$ cat src/rtl/overlay_rom_sequencer.sv
// Overlay ROM sequencer: tracks the video pixel position, reads a 1-bit bitmap ROM inside a
// programmable window and substitutes expanded bitmap pixels into the delay-matched video.
module overlay_rom_sequencer #(
    parameter int unsigned OVL_W   = 64,
    parameter int unsigned OVL_H   = 32,
    parameter int unsigned ADDR_W  = 11,
    parameter int unsigned ROM_LAT = 1
) (
    input  logic              clk,
    input  logic              rst_n,
    input  logic              vid_de,
    input  logic              vid_hs,
    input  logic              vid_vs,
    input  logic [23:0]       vid_data,
    input  logic              ovl_en,
    input  logic [11:0]       ovl_x,
    input  logic [11:0]       ovl_y,
    output logic [ADDR_W-1:0] rom_addr,
    output logic              rom_rd,
    input  logic              rom_q,
    output logic              out_de,
    output logic              out_hs,
    output logic              out_vs,
    output logic [23:0]       out_data,
    output logic              ovl_act
);

    localparam int unsigned       DLY_N     = ROM_LAT + 1;
    localparam logic [ADDR_W-1:0] BASE_STEP = ADDR_W'(OVL_W);
    localparam logic [ADDR_W-1:0] BASE_LAST = ADDR_W'((OVL_H - 1) * OVL_W);
    localparam logic [12:0]       WIN_SPAN  = 13'(OVL_W);

    typedef enum logic [1:0] {StWaitFrame, StScan, StDraw, StDone} state_e;

    typedef struct packed {
        logic        win;
        logic        vs;
        logic        hs;
        logic        de;
        logic [23:0] data;
    } dly_t;

    state_e                  state_q, state_d;
    logic                    de_prev_q, vs_prev_q;
    logic [11:0]             x_q, x_d, y_q, y_d;
    logic                    sh_en_q, sh_en_d;
    logic [11:0]             sh_x_q, sh_x_d, sh_y_q, sh_y_d;
    logic [ADDR_W-1:0]       line_base_q, line_base_d;
    logic [ADDR_W-1:0]       rom_addr_q, rom_addr_d;
    logic                    rom_rd_q, rom_rd_d;
    dly_t [DLY_N-1:0]        dly_q, dly_d;
    dly_t                    dly_tail;
    logic                    out_de_q, out_de_d, out_hs_q, out_hs_d, out_vs_q, out_vs_d;
    logic [23:0]             out_data_q, out_data_d;
    logic                    ovl_act_q, ovl_act_d;

    logic                    de_rise, de_fall, vs_rise, scan_hit, in_win;
    logic [11:0]             x_cur, x_off;
    logic [12:0]             x_ext, win_lo, win_hi;

    // Position tracking and shadow capture
    always_comb begin
        de_rise = vid_de & ~de_prev_q;
        de_fall = ~vid_de & de_prev_q;
        vs_rise = vid_vs & ~vs_prev_q;
        x_cur   = de_rise ? 12'd0 : x_q;

        x_d = x_q;
        if (vs_rise) begin
            x_d = 12'd0;
        end else if (vid_de) begin
            x_d = (x_cur == 12'hFFF) ? x_cur : x_cur + 12'd1;
        end

        y_d = y_q;
        if (vs_rise) begin
            y_d = 12'd0;
        end else if (de_fall && (y_q != 12'hFFF)) begin
            y_d = y_q + 12'd1;
        end

        sh_en_d = sh_en_q;
        sh_x_d  = sh_x_q;
        sh_y_d  = sh_y_q;
        if (vs_rise) begin
            sh_en_d = ovl_en;
            sh_x_d  = ovl_x;
            sh_y_d  = ovl_y;
        end
    end

    // Window decode and ROM address; the first pixel of the first window line is caught via
    // scan_hit so a window at column 0 is not lost to the state register delay.
    always_comb begin
        scan_hit   = (state_q == StScan) && de_rise && sh_en_q && (y_q == sh_y_q);
        x_ext      = {1'b0, x_cur};
        win_lo     = {1'b0, sh_x_q};
        win_hi     = win_lo + WIN_SPAN;
        in_win     = ((state_q == StDraw) || scan_hit) && vid_de && !vs_rise &&
                     (x_ext >= win_lo) && (x_ext < win_hi);
        x_off      = x_cur - sh_x_q;
        rom_addr_d = line_base_q + ADDR_W'(x_off);
        rom_rd_d   = in_win;
    end

    always_comb begin
        state_d     = state_q;
        line_base_d = line_base_q;
        case (state_q)
            StWaitFrame, StDone: state_d = state_q;
            StScan: begin
                if (scan_hit) begin
                    state_d = StDraw;
                end
            end
            StDraw: begin
                if (de_fall) begin
                    if (line_base_q == BASE_LAST) begin
                        state_d = StDone;
                    end else begin
                        line_base_d = line_base_q + BASE_STEP;
                    end
                end
            end
            default: state_d = StWaitFrame;
        endcase
        if (vs_rise) begin
            state_d     = StScan;
            line_base_d = '0;
        end
    end

    // Video delay line matched to the ROM read latency, then the output mux
    always_comb begin
        dly_d      = {dly_q[DLY_N-2:0], dly_t'{win: in_win, vs: vid_vs, hs: vid_hs,
                                              de: vid_de, data: vid_data}};
        dly_tail   = dly_q[DLY_N-1];
        out_de_d   = dly_tail.de;
        out_hs_d   = dly_tail.hs;
        out_vs_d   = dly_tail.vs;
        ovl_act_d  = dly_tail.win;
        out_data_d = dly_tail.win ? {24{rom_q}} : dly_tail.data;
    end

    always_ff @(posedge clk or negedge rst_n) begin
        if (!rst_n) begin
            state_q     <= StWaitFrame;
            de_prev_q   <= 1'b0;
            vs_prev_q   <= 1'b0;
            x_q         <= '0;
            y_q         <= '0;
            sh_en_q     <= 1'b0;
            sh_x_q      <= '0;
            sh_y_q      <= '0;
            line_base_q <= '0;
            rom_addr_q  <= '0;
            rom_rd_q    <= 1'b0;
            dly_q       <= '0;
            out_de_q    <= 1'b0;
            out_hs_q    <= 1'b0;
            out_vs_q    <= 1'b0;
            out_data_q  <= '0;
            ovl_act_q   <= 1'b0;
        end else begin
            state_q     <= state_d;
            de_prev_q   <= vid_de;
            vs_prev_q   <= vid_vs;
            x_q         <= x_d;
            y_q         <= y_d;
            sh_en_q     <= sh_en_d;
            sh_x_q      <= sh_x_d;
            sh_y_q      <= sh_y_d;
            line_base_q <= line_base_d;
            rom_addr_q  <= rom_addr_d;
            rom_rd_q    <= rom_rd_d;
            dly_q       <= dly_d;
            out_de_q    <= out_de_d;
            out_hs_q    <= out_hs_d;
            out_vs_q    <= out_vs_d;
            out_data_q  <= out_data_d;
            ovl_act_q   <= ovl_act_d;
        end
    end

    assign rom_addr = rom_addr_q;
    assign rom_rd   = rom_rd_q;
    assign out_de   = out_de_q;
    assign out_hs   = out_hs_q;
    assign out_vs   = out_vs_q;
    assign out_data = out_data_q;
    assign ovl_act  = ovl_act_q;

endmodule
$ cat config.mk
export PLATFORM = sky130hd
export DESIGN_NAME = overlay_rom_sequencer
export DESIGN_NICKNAME = d
export VERILOG_FILES = /design/src/rtl/overlay_rom_sequencer.sv
export SDC_FILE = /design/constraint.sdc
export NUM_CORES = 1
export LEC_CHECK = 0
export BUFFER_PORTS_ARGS = -buffer_cell sky130_fd_sc_hd__clkbuf_2
export CORE_MARGIN = 2
export CORE_UTILIZATION = 61
export DETAILED_ROUTE_END_ITERATION = 12
export GPL_ROUTABILITY_DRIVEN = 0
export GPL_TIMING_DRIVEN = 1
export PLACE_DENSITY = 0.93
export SKIP_CTS_REPAIR_TIMING = 1
export SLEW_MARGIN = 5
export SYNTH_ARGS = -nofsm -noshare
export SYNTH_HDL_FRONTEND = slang
export SYNTH_SLANG_ARGS = --single-unit
$ cat constraint.sdc
create_clock -name clk -period 9.2 [get_ports clk]
set_clock_uncertainty 0.2 [all_clocks]
set_input_delay 1.38 -clock clk [delete_from_list [all_inputs] [get_ports clk]]
set_output_delay 1.38 -clock clk [all_outputs]
set_load 0.005 [all_outputs]
== Word-level counts from Yosys, hierarchy flattened ==
Index checks and enable logic that the tools add are counted.
Widths: inputs -> output; s select.

* Bits in registers: 157
* Output and inout port bits: 40
* Bits of input ports: 55
* Logic and storage cells: 83

* Order comparisons: 2
* Multiplexer cells: 16
* Reduce and logical (&&, ||, !) cells: 18
* Bitwise operators: 6
* Equality and inequality tests: 12
* Add/sub/neg operators: 6

{| class="wikitable"
|+ Operators with widths
! operator !! number
|-
| $mux 12 || 6
|-
| $mux 11 || 4
|-
| $add 12x1->12 const B || 2
|-
| $mux 24 || 1
|-
| $add 12x7->13 const B || 1
|-
| $lt 12x13->1 || 1
|-
| $eq 12x12->1 || 1
|-
| $eq 12x12->1 const B || 1
|-
| $ge 12x12->1 || 1
|-
| $ne 12x12->1 const B || 1
|-
| $add 11x11->11 || 1
|-
| $add 11x7->11 const B || 1
|-
| $eq 11x11->1 const B || 1
|-
| $sub 11x11->11 || 1
|-
| $logic_and 1x1->1 || 8
|-
| $mux 2 || 4
|-
| $reduce_bool 2->1 || 4
|-
| $ne 3x3->1 const B || 2
|-
| $eq 2x2->1 const B || 2
|-
| $ne 2x2->1 const B || 2
|-
| $pmux 2 s2 || 1
|-
| $reduce_and 4->1 || 1
|-
| $and 1x1->1 || 3
|-
| $ne 3x2->1 const B || 1
|-
| other kinds (7) || 9
|}

== Logic depth before layout (Yosys ltp) ==
* Depth in word-level cells: 10
* Mapped depth: 14
* Gate-level depth less buffers: 11

== Worst setup path before layout ==
OpenSTA, ideal clock, no wires.

* Path kind: input-to-reg
* Start: input vid_de
* End: register rom_addr_q[10] (netlist: rom_addr[10])
* Setup slack: 5.336 ns
* Data required time: 8.869 ns
* Setup time: 0.131 ns
* Path buffers: 2
* Arrival time: 3.534 ns
* Cell stages on the path: 11
* Cell sequence: nand2b_4 -> buf_6 -> clkbuf_1 -> and2_1 -> fa_1 -> ha_1 -> a21o_1 -> a21oi_1 -> nor2b_1 -> a311oi_1 -> xnor2_1

* Longest elaborated chain between the ends: 4

{| class="wikitable"
|+ Ends and longest elaborated chain
! item !! line !! RTL
|-
| start, declared || 11 || <nowiki>input logic vid_de,</nowiki>
|-
| $and 1x1->1 || 63 || <nowiki>de_rise = vid_de & ~de_prev_q;</nowiki>
|-
| $mux 12 || 66 || <nowiki>x_cur = de_rise ? 12'd0 : x_q;</nowiki>
|-
| $sub 11x11->11 || 101 || <nowiki>x_off = x_cur - sh_x_q;</nowiki>
|-
| $add 11x11->11 || 102 || <nowiki>rom_addr_d = line_base_q + ADDR_W'(x_off);</nowiki>
|-
| via rom_addr_d[10] || 49 || <nowiki>logic [ADDR_W-1:0] rom_addr_q, rom_addr_d;</nowiki>
|-
| end signal, assigned || 174 || <nowiki>rom_addr_q <= rom_addr_d;</nowiki>
|-
| end, declared || 49 ||
|}

The timed path passes the listed nets, and every way through them passes these cells.
A chain may end at the register's enable or synchronous reset.

== Final worst setup path ==
Ends and elaborated chain as after synthesis.

==> flow_metrics.py <==
metrics = {
    "logic_synthesis": {
        "synth_async_sr_flop_share_pct": 100,
        "post_synth_inst_count": 600,
        "synth_enable_flop_cells": 0,
        "yosysTopAreaCell": "dfrtp_1",
        "seq_area_frac_synth_pct": 57.5,
        "mapped_avg_cell_area_sq_um": 11.0,
        "top_cells_by_area_synth": "dfrtp_1 58%, ha_1 6.3%, nand2_1 4.7%",
        "postSynthRegisterBits": 151,
        "postSynthNetCount": 693,
        "ys_types": 54,
        "synth_warnings": 0,
        "synth_top_cell_area_share_pct": 57.5,
        "syn_area_sq_mm": 0.00657,
        "synth_ff_type": "dfrtp_1",
    },
    "pwr": {
        "total_leakage_power_nw": 3.90,
        "power.total_mw": 1.72,
        "power_switching_mw": 0.467,
        "peakVddDrop_uv": 119,
        "sequentialPowerShare_pct": 44.4,
        "clock_power_share_pct": 40.2,
        "power.density_cell_area_mw_per_mm2": 222,
        "p_comb_share_pct": 15.4,
        "p_sw_share_pct": 27.1,
        "intPower_mw": 1.25,
    },
    "finish": {
        "num-nets-final": 786,
        "layout.filler_cells": 649,
        "antennaDiodeCount": 0,
        "syn_to_final_growth_pct": 17.8,
        "most-common-layout-cells": "151 x dfrtp_1, 93 x clkbuf_2, 82 x nand2_1",
        "layout_commonest_cell": "dfrtp_1",
        "final_layout_size_suffix_gt1_share_pct": 20.0,
    },
    "critical_path": {
        "cp.required_ns": 9.40,
        "timing.critical_path.buf_inv": 1,
        "reg2reg_from": "dly_d[52]",
        "r2r_cells": 9,
        "worst-setup-path-type": "in2reg",
        "crit_path_cell_trace": "clkbuf_2, nand2b_4, and2_1, ha_1, ha_1, nor2b_1, o31a_1, o21ai_0, nand2b_1, a311oi_1, xnor2_1",
        "arrival_ns": 4.12,
        "timing.critical_path.slowest_stage_cell": "clkbuf_2",
        "startpoint_type": "input port",
        "ff2ff_setup_slack_ns": 5.73,
        "critical_path.top_delay_family": "compound AO/OA/AOI/OAI gates",
        "timing.critical_path.mode_cell": "ha_1",
        "worst_path_max_fanout": 24,
        "critical-path-max-stage-delay_ns": 0.38,
        "timing.critical_path.to_type": "flip-flop",
        "critical_path.reg2reg.endpoint": "rom_addr[10]",
    },
    "sta": {
        "max_clock_freq_mhz": 255,
        "report.final.setup_viol": 0,
        "fin_crit_period_ns": 3.92,
        "final.setup.tns_ns": 0,
        "final.period_utilization_pct": 42.7,
        "timing_hold_violations_final": 0,
        "rsz0062_at_grt": "no",
        "slew_violations": 0,
        "max_slew.worst_pin.slew_ns": 1.01,
        "max_slew_margin_pct": 32.8,
    },
    "global_routing": {
        "gr-total-overflow": 0,
        "grt_pass1_vias": 4789,
        "grt_first_pass_wirelength_mm": 23.7,
        "global_route_usage_sum_pct": 27.0,
        "antenna_violations_before_repair": 0,
        "grt_start_max_net_pins": 97,
    },
    "route": {
        "routed-via-count": 4775,
        "drt-vias-per-instance": 5.67,
        "detailedRoute.firstPassIterationCount": 6,
        "drt.antenna.violating_nets": 0,
        "first_iter_violations": 453,
        "post_detailed_route_wirelength_per_cell_um": 17.2,
        "routed_wirelength_mm": 14.5,
        "remaining_drc_errors": 0,
    },
    "floorplan": {
        "row_count": 37,
        "die_w_um": 108,
        "die_y_um": 108,
        "floorplan.initialDensity_pct": 63.4,
        "design.die.area_sq_mm": 0.0116,
        "pin_count": 95,
        "placeableCoreArea_sq_mm": 0.0104,
    },
    "worst_hold_path": {
        "worst_hold_startpoint": "dly_d[47]",
        "endpoint_of_the_worst_hold_path": "dly_q[47]",
        "hold_depth": 0,
        "hold_path_class": "reg2reg",
    },
    "clock_tree": {
        "cts_buf_count": 17,
        "tritoncts": "built",
        "clock-sinks": 151,
        "htree_levels": 4,
        "worst_skew_pair.late_latency_ns": 0.52,
        "cts.clk_slew.worst_paths_ns": 0.06,
        "clock_tree.buffer_depth": 2,
        "cts-root-buf": "clkbuf_8",
    },
    "flow_run": {
        "max_cap_violations": 0,
    },
    "placement": {
        "io_buffer_count": 94,
        "hpwl_mm": 9.19,
    },
    "status": {
        "status": "complete, no violations",
    },
}
## registers in the layout (all words and copies together), names as in the netlist, 2 cells and up
name,flops
dly_d,28
x_q,12
sh_x_q,12
dly_q,24
line_base_q,5
sh_y_q,12
y_q,12
rom_addr,11
state_q,2
out_data,24
## power by group through the flow
stage	clock network [mW]	logic [mW]	registers, mW
5_1_grt	0.729	0.297	0.771
6_report	0.692	0.265	0.764
4_1_cts	0.698	0.266	0.764
3_3_place_gp	0	0.236	0.771
2_1_floorplan	0	0.159	0.769
3_5_place_dp	0	0.254	0.776
## per-stage QoR
| stage | area (sq um) | std cells | worst slack, ns | utilization (%) | hold WS (ns) |
|---|---|---|---|---|---|
| finish | 7740 | 842 | 5.28 | 74.7 | 0.145 |
| global route | 7740 | 842 | 5.14 | 74.7 | 0.152 |
| CTS | 7740 | 842 | 5.30 | 74.7 | 0.145 |
| detailed placement | 7150 | 810 | 4.80 | 68.9 | 0.135 |
| global placement | 7150 | 810 | 4.96 | 68.9 | 0.132 |
| floorplan | 6570 | 600 | 5.34 | - | 0.131 |
## worst max-delay path by stage
stage	from	end	slack (ns)	cells after the start
3_5_place_dp	vid_de	rom_addr[10]	4.80	11
6_report	vid_de	rom_addr[10]	5.28	11
2_1_floorplan	vid_de	rom_addr[10]	5.34	11
5_1_grt	vid_de	rom_addr[10]	5.14	11
4_1_cts	vid_de	rom_addr[10]	5.30	11
3_3_place_gp	vid_de	rom_addr[10]	4.96	11
## routing by layer
metal / GRT usage, % / routed length [um] / part of all wire (%) / vias up
met5: 0 / 0 / 0 / -
met4: 10.5 / 373 / 2.6 / 0
met3: 5.93 / 832 / 5.7 / 35
met2: 47.4 / 7500 / 52 / 201
met1: 32.3 / 5800 / 40 / 2343
li1: - / - / - / 2196
## final cells by class
cell class                 count  area, sq um  share of cell area (%)
sequential                   151         3780                    48.8
multi-input combinational    375         2510                    32.4
timing repair buffer          96          492                    6.35
clock buffer                  21          459                    5.93
inverter                      52          195                    2.52
tap                          136          170                    2.20
clock inverter                11          139                    1.79
## logic make-up after synthesis
family	count (synthesis)	synth area share, %
compound gates	110	10.5
mux	3	0.457
simple gates	183	13.9
buf+inv	74	4.42
xor+xnor	40	5.33
fa+ha+maj	38	7.81
flops	151	57.5
other cells	1	0.0571
## synthesized netlist by cell type, types with 2 or more instances
cell type,instances
dfrtp_1,151
nand2_1,82
inv_1,52
o21ai_0,44
ha_1,33
xor2_1,23
a21oi_1,21
nor2_1,20
clkbuf_1,19
nand3_1,19
xnor2_1,17
and2_1,10
nand4_1,10
and3_1,9
a21o_1,6
a31oi_1,6
and4_1,6
nand2b_1,6
nor2b_1,6
fa_1,5
a211oi_1,4
nor3_1,4
a31oi_2,3
a41oi_1,3
mux2i_1,3
o21a_1,3
o21bai_1,3
a311oi_1,2
nor4_1,2
o211ai_1,2
o21ai_1,2
o31a_1,2
No activity file was read; power rests on OpenSTA's default activity.
